==> config.mk <==
export PLATFORM = sky130hd
export DESIGN_NAME = cache_set
export DESIGN_NICKNAME = d
export VERILOG_FILES = /design/src/rtl/cache_set.sv
export SDC_FILE = /design/constraint.sdc
export NUM_CORES = 2
export LEC_CHECK = 0
export ABC_AREA = 1
export CAP_MARGIN = 20
export CELL_PAD_IN_SITES_DETAIL_PLACEMENT = 1
export CELL_PAD_IN_SITES_GLOBAL_PLACEMENT = 1
export CORE_MARGIN = 4
export CORE_UTILIZATION = 53
export CTS_CLUSTER_SIZE = 20
export DETAILED_ROUTE_END_ITERATION = 8
export GPL_ROUTABILITY_DRIVEN = 0
export PLACE_DENSITY_LB_ADDON = 0.1
export SYNTH_ARGS = -nofsm -noshare
export SYNTH_HDL_FRONTEND = slang
export SYNTH_SLANG_ARGS = --single-unit
==> constraint.sdc <==
create_clock -name clk_i -period 10.75 [get_ports clk_i]
set_input_delay 1.075 -clock clk_i [delete_from_list [all_inputs] [get_ports clk_i]]
set_output_delay 1.075 -clock clk_i [all_outputs]
set_load 0.005 [all_outputs]
==> src/rtl/cache_set.sv <==
// One set of an N-way set-associative cache.
// Tag match, byte-masked write hit, multi-beat refill and age-based LRU.
module cache_set #(
  parameter int TAG_WIDTH    = 20,
  parameter int OFFSET_WIDTH = 5,
  parameter int WAYS         = 4,
  localparam int WAY_W       = $clog2(WAYS),
  localparam int OW          = OFFSET_WIDTH - 2,
  localparam int WORDS       = 2 ** OW
) (
  input  logic                 clk_i,
  input  logic                 rst_ni,
  input  logic [TAG_WIDTH-1:0] tag_i,
  input  logic [OW-1:0]        offset_i,
  input  logic                 read_en_i,
  input  logic                 write_en_i,
  input  logic [3:0]           byte_en_i,
  input  logic [31:0]          write_data_i,
  input  logic                 fill_en_i,
  input  logic                 fill_last_i,
  input  logic [31:0]          fill_data_i,
  output logic                 hit_o,
  output logic [WAY_W-1:0]     hit_way_o,
  output logic [31:0]          read_data_o,
  output logic [WAY_W-1:0]     victim_way_o,
  output logic                 victim_valid_o,
  output logic                 victim_dirty_o,
  output logic [TAG_WIDTH-1:0] victim_tag_o,
  output logic [31:0]          victim_data_o,
  output logic                 fill_busy_o
);

  localparam logic [0:0] IDLE = 1'b0;
  localparam logic [0:0] FILL = 1'b1;
  localparam logic [WAY_W-1:0] AGE_MAX = WAY_W'(WAYS - 1);

  logic [0:0]           state_q;
  logic [WAY_W-1:0]     fill_way_q;
  logic [WAYS-1:0]      valid_q;
  logic [WAYS-1:0]      dirty_q;
  logic [TAG_WIDTH-1:0] tag_q [WAYS];
  logic [WAY_W-1:0]     age_q [WAYS];
  logic [WAY_W-1:0]     age_d [WAYS];
  logic [31:0]          data_q [WAYS][WORDS];

  logic             hit;
  logic [WAY_W-1:0] hit_way;
  logic [WAY_W-1:0] victim_idle;
  logic [WAY_W-1:0] fill_way;
  logic [WAY_W-1:0] touch_way;
  logic             found;
  logic             idle;
  logic             do_fill;
  logic             do_write;
  logic             touch_fill;
  logic             touch_write;
  logic             touch_read;
  logic             touch;
  logic [31:0]      hit_word;
  logic [31:0]      merged;

  always_comb begin
    hit     = 1'b0;
    hit_way = '0;
    for (int i = 0; i < WAYS; i++) begin
      if (!hit && valid_q[i] && tag_q[i] == tag_i) begin
        hit     = 1'b1;
        hit_way = WAY_W'(i);
      end
    end
  end

  // Invalid ways are preferred; otherwise the oldest line goes.
  always_comb begin
    victim_idle = '0;
    found       = 1'b0;
    for (int i = 0; i < WAYS; i++) begin
      if (age_q[i] == AGE_MAX) victim_idle = WAY_W'(i);
    end
    for (int i = 0; i < WAYS; i++) begin
      if (!found && !valid_q[i]) begin
        victim_idle = WAY_W'(i);
        found       = 1'b1;
      end
    end
  end

  assign idle     = (state_q == IDLE);
  assign fill_way = idle ? victim_idle : fill_way_q;

  assign do_fill     = fill_en_i & (~idle | ~hit);
  assign do_write    = write_en_i & idle & hit & ~fill_en_i;
  assign touch_fill  = do_fill & fill_last_i;
  assign touch_write = do_write;
  assign touch_read  = read_en_i & hit & ~touch_fill & ~do_write
                     & ~(idle & fill_en_i);

  assign hit_word = data_q[hit_way][offset_i];

  always_comb begin
    merged = hit_word;
    for (int b = 0; b < 4; b++) begin
      if (byte_en_i[b]) merged[8*b +: 8] = write_data_i[8*b +: 8];
    end
  end

  always_comb begin
    touch     = 1'b1;
    touch_way = hit_way;
    unique case (1'b1)
      touch_fill:              touch_way = fill_way;
      touch_write, touch_read: touch_way = hit_way;
      default:                 touch     = 1'b0;
    endcase
  end

  always_comb begin
    age_d = age_q;
    if (touch) begin
      for (int i = 0; i < WAYS; i++) begin
        if (WAY_W'(i) == touch_way)
          age_d[i] = '0;
        else if (age_q[i] < age_q[touch_way])
          age_d[i] = age_q[i] + WAY_W'(1);
      end
    end
  end

  always_ff @(posedge clk_i or negedge rst_ni) begin
    if (!rst_ni) begin
      state_q    <= IDLE;
      fill_way_q <= '0;
      valid_q    <= '0;
      dirty_q    <= '0;
      for (int i = 0; i < WAYS; i++) begin
        tag_q[i] <= '0;
        age_q[i] <= WAY_W'(i);
      end
    end else begin
      age_q <= age_d;
      if (do_fill) begin
        if (idle) begin
          tag_q[fill_way]   <= tag_i;
          dirty_q[fill_way] <= 1'b0;
          fill_way_q        <= fill_way;
        end
        valid_q[fill_way] <= fill_last_i;
        state_q           <= fill_last_i ? IDLE : FILL;
      end else if (do_write) begin
        dirty_q[hit_way] <= 1'b1;
      end
    end
  end

  always_ff @(posedge clk_i) begin
    if (do_fill)
      data_q[fill_way][offset_i] <= fill_data_i;
    else if (do_write)
      data_q[hit_way][offset_i] <= merged;
  end

  assign hit_o          = hit;
  assign hit_way_o      = hit_way;
  assign read_data_o    = hit ? hit_word : '0;
  assign victim_way_o   = fill_way;
  assign victim_valid_o = valid_q[fill_way];
  assign victim_dirty_o = dirty_q[fill_way];
  assign victim_tag_o   = tag_q[fill_way];
  assign victim_data_o  = data_q[fill_way][offset_i];
  assign fill_busy_o    = ~idle;

endmodule

==> summary.txt <==
multi-input combinational cell area - 17900 sq um
layout cell share with drive strength beyond 1 - 6.28%
1st-iter DRT viols - 6075
CTS clk-pin slew, worst paths - 60 ps
total core area - 102000 sq um
Avg Vias per Cell - 6.71
CTS tree - yes
storage element area - 33200 sq um
Achievable Freq - 0.131 GHz
post-CTS resize count - 0
area delta synth->final - 12.6%
TritonRoute pass-1 iters - 6
final cycle utilization of the critical path - 71.1%
Post-Syn Instances - 5512
hold_buf cts - 0
number of global-route vias before repair - 49000
MaxCap Viol Count - 0
# nets final - 5647
top post-synthesis cells by count - nand2_1 (1243), edfxtp_1 (1024), inv_1 (628)
area leader, netlist - edfxtp_1
Routed WL - 213000 um
post-synthesis cell type count - 48
Root Buffer - clkbuf_16
Main synth FF type - edfxtp_1
Setup CP Type - in2out
Final Skew - 28.7 ps
post-synthesis cell area - 55000 sq um
Fin. Hold Viols - 0
clock sink count - 1123
Pwr Density - 198 nW/um^2
die width - 330 um
worst skew pair latency - 730 ps
Worst Path Required - 9680 ps
final setup fails - 0
Slew @ Worst Pin - 1190 ps
Slew Limit Fails - 0
# H-tree levels - 3
final std cells w/o fill - 7013
minimum clock period - 7650 ps
Post-CTS Repair Setup Buffers - 0
status - finished clean
pin count of the biggest net entering global routing - 166
GRT Total Usage - 38.5%
Worst setup SP type - input pin
Die ar. - 109000 sq um
Wirelength per Cell - 30.3 um
endpoint class of the critical path - output pin
clock tree buffer depth - 3
initial core utilization - 53.7%
synth top area cells - edfxtp_1 (56%), nand2_1 (8.5%), dfrtp_1 (4.3%)
post-synthesis sequential area ratio - 60.5%
Post-DRT Antenna Nets - 0
Ports - 189
Hold Path Class - in2async
leak pwr - 23.0 nW
worst vdd ir - 207 uV
top-area cell type share of the netlist area - 56.0%
most frequent cell after synthesis - nand2_1
die height - 330 um
post-synthesis register bit count - 1123
number of flops mapped to enable cells by yosys - 1024
total grt overflow - 0
Fillers - 11000
DP Wirelength - 119000 um
Inst Count DP - 6787
relative slew slack - 20.2%
Critical Path Fanout Max - 106
initial antenna violation count - 5
Num CTS Buffers - 119
routed via count - 47100
DRC errors left - 0
Worst EP arrival - 6570 ps
Fin Setup TNS - 0 ps
global-route wire length before repair - 312000 um
port bufs - 188
async set-reset flop share out of synthesis - 8.82%
Synthesis Warnings - 0
Rows - 117
flop2flop setup slack - 4750 ps
syn avg cell area - 9.97 sq um
RSZ-0062 raised after global routing - no
syn_nets - 5612
-- cells by family after synthesis --
group | share of synthesized area, %
adders and majority gates | 0.0683
AOI/OAI and AO/OA | 16.7
buffers and inverters | 7.62
xor gates and xnor gates | 0.239
DFF | 60.5
and+or+nand+nor | 14.9
-- per-layer routing --
| layer | vias to the layer above | routed length [um] | track usage (%) |
|---|---|---|---|
| met5 | - | 13 | 0 |
| li1 | 19700 | - | - |
| met3 | 792 | 22600 | 7.42 |
| met4 | 2 | 13200 | 21.2 |
| met1 | 23500 | 78500 | 49.8 |
| met2 | 2992 | 98500 | 61.7 |
-- stage by stage --
step | area, sq um | hold slack, ps | worst slack, ps | power [mW] | util (%)
2_1_floorplan | 55000 | 462 | 6150 | 6.95 | -
5_1_grt | 61900 | 405 | 2940 | 12.7 | 60.5
3_3_place_gp | 57900 | 475 | 3420 | 8.14 | 56.6
4_1_cts | 61700 | 378 | 3250 | 12.2 | 60.3
3_5_place_dp | 57900 | 491 | 3290 | 8.20 | 56.6
6_report | 61900 | 373 | 3100 | 12.3 | 60.5
-- worst paths after layout --
| check | start | to | depth (start not counted) |
|---|---|---|---|
| min | rst_ni | tag_q[68] | 1 |
| max reg2reg | tag_q[68] | data_q[1][128] | 15 |
| min in group clk_i | dirty_q[2] | dirty_q[2] | 1 |
| min reg2reg | dirty_q[2] | dirty_q[2] | 1 |
| max in group asynchronous | rst_ni | valid_q[1] | 2 |
| max | tag_i[16] | read_data_o[28] | 19 |
-- layout make-up --
cell class	instances	area share, %
antenna	4	0.0162
clock buffer	153	5.12
clock inverter	62	0.918
inverter	651	3.96
multi-input combinational	3370	28.9
sequential	1123	53.7
tap	1368	2.77
timing repair buffer	282	4.59
-- placed cells by master, fill, tap and decap left out, types with 3 or more instances in the layout --
master,instances
a21oi_1,49
a22o_1,36
a22oi_1,313
a31oi_1,84
and3_1,3
buf_12,7
buf_16,8
buf_4,79
bufinv_16,10
clkbuf_1,30
clkbuf_16,121
clkdlybuf4s50_1,187
clkinv_1,28
clkinv_2,17
clkinvlp_4,4
dfrtp_1,95
dfstp_2,4
diode_2,4
edfxtp_1,1024
ha_1,3
inv_1,628
inv_2,22
nand2_1,1241
nand2_4,4
nand3_1,277
nand3_2,6
nand3b_1,6
nand4_1,45
nor2_1,361
nor2_2,9
nor2_4,38
nor3_2,8
o2111ai_1,35
o211ai_1,143
o21ai_0,311
o21ai_1,111
o221ai_1,243
or2_1,7
xnor2_1,13
-- power by group --
group / switching [mW] / internal (mW) / total, mW
sequential: 0.211 / 5.03 / 5.25
clock: 1.75 / 2.30 / 4.05
combinational: 2.01 / 0.970 / 2.98
-- flip-flops by register name (all words and copies together) (netlist names) --
name         cells
data_q        1024
tag_q           80
valid_q          4
dirty_q          4
age_q            8
fill_busy_o      1
fill_way_q       2
-- worst max-delay path, cell delays in order --
cell and delay [ps]:
clkdlybuf4s50_1 560, inv_1 180, nand2_1 140, nand2_1 130, nor2_1 50, nand2_1 100, nor2_1 70, nand3_2 110
nand2_4 130, inv_8 510, nand2_4 620, nand2_8 920, buf_4 630, nor2_1 90, o21ai_0 210, nand2_1 80
nor2_1 200, a21oi_1 130, clkdlybuf4s50_1 520
Note: power is estimated with default switching activity, not from simulation.
